File: src/rtl/time_display_ctrl_pkg.sv
// Shared definitions for the clock display controller: mode encodings,
// BCD digit limits and the mode-button state sequence.
package time_display_ctrl_pkg;

    typedef enum logic [1:0] {
        RUN     = 2'd0,
        SET_HR  = 2'd1,
        SET_MIN = 2'd2
    } state_e;

    localparam int         SEC_MAX10   = 5;
    localparam int         MIN_MAX10   = 5;
    localparam int         HR_MAX10    = 2;
    localparam logic [3:0] HR_MAX1_AT2 = 4'd3;
    localparam logic [3:0] UNIT_MAX    = 4'd9;

    // Mode button steps RUN -> SET_HR -> SET_MIN -> RUN.
    function automatic state_e next_mode(input state_e s);
        state_e n;
        case (s)
            RUN:     n = SET_HR;
            SET_HR:  n = SET_MIN;
            default: n = RUN;
        endcase
        return n;
    endfunction

endpackage

File: src/rtl/time_display_ctrl_bcd_mod_counter.sv
// Two-digit BCD modulo counter used for seconds, minutes and hours.
// Ports: clk_i, rst_ni (sync, active-low), clr_i (force 00), en_i (+1),
//        inc_only_i (suppress carry), limit_i (units limit at top tens),
//        tens_o, units_o, carry_o (wrap to 00 this cycle).
module bcd_mod_counter
    import time_display_ctrl_pkg::*;
#(
    parameter int TW       = 3,
    parameter int TENS_MAX = 5
) (
    input  logic          clk_i,
    input  logic          rst_ni,
    input  logic          clr_i,
    input  logic          en_i,
    input  logic          inc_only_i,
    input  logic [3:0]    limit_i,
    output logic [TW-1:0] tens_o,
    output logic [3:0]    units_o,
    output logic          carry_o
);

    localparam logic [TW-1:0] TMAX = TW'(TENS_MAX);

    logic [TW-1:0] tens_q, tens_d;
    logic [3:0]    units_q, units_d;
    logic          at_units, at_top;

    // limit_i only applies on the top tens value; below it units run to 9.
    // Comparisons use >= so an out-of-range value still folds back to 00.
    assign at_units = (tens_q >= TMAX) ? (units_q >= limit_i)
                                       : (units_q >= UNIT_MAX);
    assign at_top   = at_units && (tens_q >= TMAX);

    always_comb begin
        tens_d  = tens_q;
        units_d = units_q;
        if (clr_i) begin
            tens_d  = '0;
            units_d = '0;
        end else if (en_i) begin
            if (at_top) begin
                tens_d  = '0;
                units_d = '0;
            end else if (at_units) begin
                tens_d  = tens_q + 1'b1;
                units_d = '0;
            end else begin
                units_d = units_q + 4'd1;
            end
        end
    end

    assign carry_o = en_i & ~inc_only_i & ~clr_i & at_top;
    assign tens_o  = tens_q;
    assign units_o = units_q;

    always_ff @(posedge clk_i) begin
        if (!rst_ni) begin
            tens_q  <= '0;
            units_q <= '0;
        end else begin
            tens_q  <= tens_d;
            units_q <= units_d;
        end
    end

endmodule

File: src/rtl/time_display_ctrl.sv
// Clock display controller: 1 Hz prescaler, button edge detect, mode FSM
// and cascaded BCD sec/min/hr counters (00:00:00..23:59:59).
// Ports: clk, rst (sync, active-low), btn_mode, btn_inc (level, synced);
//        hr10/hr1/min10/min1/sec10/sec1 BCD digits;
//        tick (1-cycle pulse), set_hr, set_min, blink status flags.
module time_display_ctrl
    import time_display_ctrl_pkg::*;
#(
    parameter int TICK_DIV = 50_000_000
) (
    input  logic       clk,
    input  logic       rst,
    input  logic       btn_mode,
    input  logic       btn_inc,
    output logic [1:0] hr10,
    output logic [3:0] hr1,
    output logic [2:0] min10,
    output logic [3:0] min1,
    output logic [2:0] sec10,
    output logic [3:0] sec1,
    output logic       tick,
    output logic       set_hr,
    output logic       set_min,
    output logic       blink
);

    localparam int            CW      = $clog2(TICK_DIV);
    localparam logic [CW-1:0] CNT_MAX = CW'(TICK_DIV - 1);

    state_e        state_q, state_d;
    logic [CW-1:0] cnt_q, cnt_d;
    logic          blink_q, blink_d;
    logic          mode_q, inc_q;

    logic          mode_edge, inc_edge, leave_set;
    logic          in_run, in_hr, in_min;
    logic          sec_en, min_en, hr_en;
    logic          sec_carry, min_carry, hr_carry_unused;
    logic [3:0]    hr_lim;

    assign tick      = (cnt_q == CNT_MAX);
    assign mode_edge = btn_mode & ~mode_q;
    // Mode has priority: an inc edge coinciding with a mode edge is dropped.
    assign inc_edge  = btn_inc & ~inc_q & ~mode_edge;

    assign in_run    = (state_q == RUN);
    assign in_hr     = (state_q == SET_HR);
    assign in_min    = (state_q == SET_MIN);
    assign leave_set = mode_edge & in_min;

    always_comb begin
        state_d = state_q;
        case (state_q)
            RUN, SET_HR, SET_MIN: begin
                if (mode_edge) state_d = next_mode(state_q);
            end
            default: state_d = RUN;
        endcase
    end

    // Returning to RUN restarts the prescaler so a full second elapses
    // before the first increment.
    always_comb begin
        cnt_d = cnt_q + 1'b1;
        if (tick || leave_set) cnt_d = '0;
    end

    always_comb begin
        blink_d = blink_q;
        if (tick && !in_run) blink_d = ~blink_q;
        if (state_d == RUN)  blink_d = 1'b0;
    end

    assign sec_en = in_run & tick;
    assign min_en = (in_run & sec_carry) | (in_min & inc_edge);
    assign hr_en  = (in_run & min_carry) | (in_hr & inc_edge);
    assign hr_lim = (hr10 == 2'(HR_MAX10)) ? HR_MAX1_AT2 : UNIT_MAX;

    bcd_mod_counter #(.TW(3), .TENS_MAX(SEC_MAX10)) u_sec (
        .clk_i      (clk),
        .rst_ni     (rst),
        .clr_i      (leave_set),
        .en_i       (sec_en),
        .inc_only_i (1'b0),
        .limit_i    (UNIT_MAX),
        .tens_o     (sec10),
        .units_o    (sec1),
        .carry_o    (sec_carry)
    );

    bcd_mod_counter #(.TW(3), .TENS_MAX(MIN_MAX10)) u_min (
        .clk_i      (clk),
        .rst_ni     (rst),
        .clr_i      (1'b0),
        .en_i       (min_en),
        .inc_only_i (in_min),
        .limit_i    (UNIT_MAX),
        .tens_o     (min10),
        .units_o    (min1),
        .carry_o    (min_carry)
    );

    // Hours wrap 23 -> 00 with nothing above them to carry into.
    bcd_mod_counter #(.TW(2), .TENS_MAX(HR_MAX10)) u_hr (
        .clk_i      (clk),
        .rst_ni     (rst),
        .clr_i      (1'b0),
        .en_i       (hr_en),
        .inc_only_i (1'b1),
        .limit_i    (hr_lim),
        .tens_o     (hr10),
        .units_o    (hr1),
        .carry_o    (hr_carry_unused)
    );

    assign set_hr  = in_hr;
    assign set_min = in_min;
    assign blink   = blink_q;

    always_ff @(posedge clk) begin
        if (!rst) begin
            state_q <= RUN;
            cnt_q   <= '0;
            blink_q <= 1'b0;
            mode_q  <= 1'b0;
            inc_q   <= 1'b0;
        end else begin
            state_q <= state_d;
            cnt_q   <= cnt_d;
            blink_q <= blink_d;
            mode_q  <= btn_mode;
            inc_q   <= btn_inc;
        end
    end

endmodule
File: config.mk
export PLATFORM = sky130hd
export DESIGN_NAME = time_display_ctrl
export DESIGN_NICKNAME = d
export VERILOG_FILES = /design/src/rtl/time_display_ctrl_pkg.sv /design/src/rtl/time_display_ctrl_bcd_mod_counter.sv /design/src/rtl/time_display_ctrl.sv
export SDC_FILE = /design/constraint.sdc
export NUM_CORES = 1
export LEC_CHECK = 0
export BUFFER_PORTS_ARGS = -buffer_cell sky130_fd_sc_hd__buf_2
export CORE_ASPECT_RATIO = 1.25
export CORE_UTILIZATION = 58
export CTS_CLUSTER_SIZE = 20
export DETAILED_ROUTE_END_ITERATION = 12
export GPL_TIMING_DRIVEN = 0
export PLACE_DENSITY = 0.79
export SLEW_MARGIN = 10
export SYNTH_ARGS = -nofsm -noshare
export SYNTH_HDL_FRONTEND = slang
export SYNTH_SLANG_ARGS = --single-unit
export TNS_END_PERCENT = 1
File: constraint.sdc
create_clock -name clk -period 2.8 [get_ports clk]
set_input_delay 0.28 -clock clk [delete_from_list [all_inputs] [get_ports clk]]
set_output_delay 0.28 -clock clk [all_outputs]
set_load 0.01 [all_outputs]
# Word-level counts from Yosys, hierarchy flattened

Cells that the tools add are included.

Bits in registers: 51
Word-level logic and storage cells: 86
Output and inout bits: 24
Bits of input ports: 4

Reductions and logical operators: 18
Bitwise logic cells: 22
Equality and inequality tests: 4
Order comparisons: 7
Add/subtract/negate cells: 7
Multiplexer cells: 17

Operators with widths:

| cell                                                      | count |
|---|---|
| two-way mux 4 bit                                         | 7 |
| adder 26 x 1 -> 26 bit (second input constant)            | 1 |
| equality test 26 bit (second input constant)              | 1 |
| AND 1 bit                                                 | 13 |
| adder 4 x 1 -> 4 bit (second input constant)              | 3 |
| greater-or-equal comparator 4 bit (second input constant) | 3 |
| two-way mux 3 bit                                         | 4 |
| two-way mux 2 bit                                         | 4 |
| NOT 1 bit                                                 | 7 |
| adder 3 x 1 -> 3 bit (second input constant)              | 2 |
| greater-or-equal comparator 3 bit (second input constant) | 2 |
| AND reduction 2 bit                                       | 3 |
| nonzero test 2 bit                                        | 3 |
| OR reduction 2 bit                                        | 3 |
| equality test 2 bit (second input constant)               | 2 |
| greater-or-equal comparator 4 bit                         | 1 |
| logical AND 1 bit                                         | 4 |
| logical NOT 2 bit                                         | 2 |
| one-hot mux 2 bit (2 select lines)                        | 1 |
| OR reduction 3 bit                                        | 1 |
| adder 2 x 1 -> 2 bit (second input constant)              | 1 |
| equality test 2 x 1 -> 1 bit (second input constant)      | 1 |
| greater-or-equal comparator 2 bit (second input constant) | 1 |
| bitwise OR 1 bit                                          | 2 |
| 3 further kinds                                           | 3 |

# Longest topological paths before layout

Word-level depth: 13
Depth in mapped cells: 9
Depth with buffers taken out: 9

# Modules after synthesis

A second synthesis with hierarchy kept.

Cell total of the unflattened synthesis: 371
Area total of the unflattened synthesis: 3263.1 µm²

By module, submodules not included:

| module                       | cells an instance | instances | area an instance (µm²) | seq. area each (µm²) |
|---|---|---|---|---|
| time_display_ctrl            | 188               | 1         | 1615.3                 | 620.6 |
| bcd_mod_counter at u_min ... | 66                | 2         | 588.1                  | 140.1 |
| bcd_mod_counter at u_hr      | 51                | 1         | 471.7                  | 120.1 |

# Worst setup path before layout

Ideal clock, no wire load.

Path type: register to register
Start point: register cnt_q[7]
End point: register cnt_q[18]
Stages on the path, launching flop included: 8
Setup time: 117 ps
Data required time: 2683 ps
Path slack: 696 ps
Data arrival time: 1987 ps
Path buffers: 2
Period minus slack after synthesis: 2104 ps
Cell sequence: dfxtp_1 or4b_4 nor4_2 and2_1 or2_2 clkbuf_1 buf_2 nor2_1

Cells in the longest elaborated chain, start to end: 3
Elaborated cells on any way between the ends: 4
Those cells by class: 1 x add/sub; 1 x eq/ne; 2 x reduce/logical

Ends and longest elaborated chain:

| element                             | line                     | source |
|---|---|---|
| start, declared                     | time_display_ctrl.sv:31  | `logic [CW-1:0] cnt_q, cnt_d;` |
| start signal, assigned              | time_display_ctrl.sv:129 | `cnt_q <= cnt_d;` |
| equality test 26 bit                | time_display_ctrl.sv:41  | `assign tick = (cnt_q == CNT_MAX);` |
| via tick                            | time_display_ctrl.sv:21  | `output logic tick,` |
| logical OR 1 bit                    | time_display_ctrl.sv:65  | `if (tick \|\| leave_set) cnt_d = '0;` |
| OR reduction 2 bit (no source line) | n/a                      |  |

The timed path passes the listed nets, and every way through them passes these cells.
A chain may end at the register's enable or synchronous reset.

# Worst setup path after layout

Start point: register cnt_q[7]
End point: register cnt_q[22]

Cells in the longest elaborated chain, start to end: 3
Elaborated cells on any way between the ends: 4
Those cells by class: 1 x add/sub; 1 x eq/ne; 2 x reduce/logical

Ends and longest elaborated chain:

| element |
|---|
| parallel branches: the longest is 3 deep, another holds adder 26 x 1 -> 26 bit |

Several ways; the timed one is not identified.

==> impl_summary.log <==
[metrics] number of instances in the synthesized netlist: around 330
[metrics] layout net count: 379
[metrics] setup TNS: 0 ns
[metrics] routed wire length: between 5000 and 6000 µm
[metrics] commonest non-fill, non-tap cell in the layout: sky130_fd_sc_hd__dfxtp_1
[metrics] via count: approximately 2400
[metrics] total number of placement rows: 27
[metrics] maximum root-to-sink buffer count: 2
[metrics] clock tree from TritonCTS: done
[metrics] highest-count cells in the layout ignoring fill and taps: sky130_fd_sc_hd__dfxtp_1, sky130_fd_sc_hd__nor2_1, sky130_fd_sc_hd__buf_2
[metrics] total of fill cells in the finished design: between 300 and 400
[metrics] required time reported for the critical path endpoint: between 2 and 3 ns
[metrics] largest area contributor in the netlist: sky130_fd_sc_hd__dfxtp_1
[metrics] final hold violations: 0
[metrics] routed via count divided by cell count: 5.65
[metrics] P per Cell Area: approximately 440 nW/µm²
[metrics] number of gates resized after CTS: 0
[metrics] Avg Inst Size Synth: between 8 and 9 µm²
[metrics] chip height: approximately 79 µm
[metrics] number of port buffers: 26
[metrics] number of antenna violations at the first check in global routing: 0
[metrics] EDFF count, synth: 0
[metrics] antenna fix cells: 0
[metrics] # DRC: 0
[metrics] post-synthesis instance area: 2730 µm²
[metrics] Critical path buffers and inverters: 2
[metrics] number of clock buffers inserted by TritonCTS: 5
[metrics] max-cap check violation count: 0
[metrics] element type at the critical path start: register
[metrics] Slowest-stage cell, CP: sky130_fd_sc_hd__or4b_4
[metrics] Worst Hold Class: in -> reg
[metrics] ratio of cells with drive above 1 in the final layout: approximately an eighth
[metrics] largest net degree at the start of global routing: 16
[metrics] total power: about 1.3 mW
[metrics] Starting Density: about three fifths
[metrics] final max-slew violation count: 0
[metrics] setup skew after layout: 0.0101 ns
[metrics] share of synthesized flip-flops with an asynchronous set or reset: 0%
[metrics] Final GP Congestion: around 0.80
[metrics] All-Layer GR Usage: 23.6%
[metrics] Yosys top cell area share: 37.5%
[metrics] element type at the critical path end: register
[metrics] floorplan die area: between 4000 and 5000 µm²
[metrics] total gr overflow: 0
[metrics] run status: complete, no violations
[metrics] buffer cell driving the clock tree root: sky130_fd_sc_hd__clkbuf_8
[metrics] Max Freq: 0.437 GHz
[metrics] relative slew slack: ~43%
[metrics] highest fanout seen on the critical path: 10
[metrics] WS Path Type: reg -> reg
[metrics] warnings from Yosys: 0
[metrics] setup slack after placement: 0.516 ns
[metrics] Layout area overhead: 11.8%
[metrics] distinct cell type count after synthesis: approximately 50
[metrics] RSZ-0062 raised after global routing: no
[metrics] Worst path top cell family by delay: simple AND/OR/NAND/NOR gates
[metrics] pin slew with the least headroom to its limit: around 0.84 ns
[metrics] smallest setup slack after layout: just over 0.5 ns
[metrics] core area: 4460 µm²
[metrics] first-pass iteration count of the detailed router: 4
[metrics] multiplexer share of the synthesized area: 0%
[metrics] IO Count: 28
[metrics] Worst VDD drop: between 300 and 400 µV
[metrics] dominant register cell in the synthesized netlist: sky130_fd_sc_hd__dfxtp_1
[metrics] number of routed nets with antenna violations: 0
[metrics] total of flip-flops plus latches after synthesis: 51
[metrics] first-iteration detailed-routing DRC count: between 100 and 150
[metrics] Detail Placement HPWL: around 4000 µm
[metrics] Post-CTS Hold Fix Bufs: 0
[metrics] Synth area leaders: sky130_fd_sc_hd__dfxtp_1, sky130_fd_sc_hd__ha_1, sky130_fd_sc_hd__nor2_1, sky130_fd_sc_hd__xnor2_1, sky130_fd_sc_hd__nand2_1
[metrics] final setup vio count: 0
[metrics] cell leakage power: between 1 and 1.5 nW
[metrics] minimum clock period after layout: about 2.3 ns
[metrics] post-synth net total: between 300 and 400
[metrics] worst-skew pair later-pin latency: about 0.30 ns
[metrics] global-route wire length before repair: ~9500 µm
[metrics] compound-gate portion of the synthesized area: about 12%
[metrics] simple-gate area share of the yosys netlist: between 30% and 40%
[metrics] Post CTS Setup Buffer Count: 0
[metrics] Worst path max stage delay: between 0.5 and 0.6 ns
[metrics] count of clock tree sinks: 51
[metrics] post-CTS clock slew at the launch and capture registers of the worst setup and hold paths: about 0.1 ns
[metrics] series of cell instances along the critical path: or4b_4, nor4_2, and2_1, or2_2, clkbuf_1, buf_2, nor2_1
[metrics] wire per inst: approximately 13 µm
[metrics] largest family of logic cells by synthesized area: simple AND/OR/NAND/NOR gates
[metrics] CTS H-tree lvls: 2
[metrics] adder-cell area share of the yosys netlist: under 10%
[metrics] final worst path period share: about four fifths
[metrics] portion of the post-synthesis area used by sequential elements: a little under two fifths
[metrics] via count of the first global-routing pass: between 2000 and 2500
[metrics] xor and xnor fraction of the mapped netlist area: 8.36%
[metrics] die outline width: roughly 63 µm
[metrics] arrival time at the worst endpoint: between 2 and 2.5 ns
## where the power goes
| part | switching [mW] | internal, mW |
|---|---|---|
| Combinational | 0.0459 | 0.0236 |
| Sequential | 0.00590 | 0.734 |
| Clock | 0.239 | 0.289 |
## synth_stat cells, types with 3 or more instances
master                      instances
sky130_fd_sc_hd__and3_1             4
sky130_fd_sc_hd__xor2_1             7
sky130_fd_sc_hd__clkbuf_1           5
sky130_fd_sc_hd__nand3_1           19
sky130_fd_sc_hd__o21ai_0            7
sky130_fd_sc_hd__or3_1              4
sky130_fd_sc_hd__o211ai_1           3
sky130_fd_sc_hd__dfxtp_1           51
sky130_fd_sc_hd__nand2b_1           4
sky130_fd_sc_hd__nor3b_1            4
sky130_fd_sc_hd__and4_1             4
sky130_fd_sc_hd__buf_2              3
sky130_fd_sc_hd__inv_1             21
sky130_fd_sc_hd__ha_1              17
sky130_fd_sc_hd__o31a_1             3
sky130_fd_sc_hd__nor3_1             6
sky130_fd_sc_hd__nor2_1            46
sky130_fd_sc_hd__and2_1             5
sky130_fd_sc_hd__nor2b_1            3
sky130_fd_sc_hd__o2111ai_1          3
sky130_fd_sc_hd__a21oi_1           16
sky130_fd_sc_hd__xnor2_1           19
sky130_fd_sc_hd__o22ai_1            5
sky130_fd_sc_hd__nand2_1           27
sky130_fd_sc_hd__nand4_1            6
## sequential cells by signal (all words and copies together) (netlist names)
name / flops
cnt_q: 26
u_hr.units_o: 4
u_min.units_o: 4
u_sec.units_o: 4
u_min.tens_o: 3
u_sec.tens_o: 3
state_q: 2
u_hr.tens_o: 2
blink: 1
inc_q: 1
mode_q: 1
## kinds of logic after synthesis
logic type / Yosys count
adder cells (fa/ha/maj): 17
XOR/XNOR: 26
AO/OA/AOI/OAI: 50
flip-flops: 51
AND/OR/NAND/NOR: 152
buffers and inverters: 29
## path summary, 6_finish.rpt
path / startpoint / to / slack (ns) / cells past startpoint
setup reg to reg: cnt_q[7] / cnt_q[22] / 0.51 / 7
setup / recovery: cnt_q[7] / cnt_q[22] / 0.51 / 7
hold / removal: btn_mode / mode_q / 0.18 / 2
hold reg to reg: cnt_q[0] / cnt_q[0] / 0.45 / 1
## metrics by stage
step	cell area, µm²	util (%)	instances	hold slack, ns
after floorplan	2730	-	325	0.402
after global placement	2930	65.7	409	0.432
after detailed placement	2930	65.7	409	0.442
after CTS	3050	68.3	417	0.178
after global routing	3050	68.3	417	0.202
final	3050	68.3	417	0.180
## per-layer routing
layer | part of all wire (%) | global-route usage [%] | vias to the layer above
met5 | 0 | 0 | -
met4 | 1.0 | 7.27 | 0
met3 | 2.7 | 4.65 | 6
met2 | 53 | 44.8 | 33
met1 | 44 | 25.9 | 1118
li1 | - | - | 1200
## layout make-up
type	count	area, µm²	share of cell area, %
well taps	58	72.6	2.38
multi-input cells	245	1590	52.3
plain buffers	8	33.8	1.11
clock inverters	2	35.0	1.15
clock buffers	6	82.6	2.71
inverters	21	78.8	2.59
flip-flops and latches	51	1020	33.5
repair buffers	26	130	4.27
No activity file was read; power rests on OpenSTA's default activity.
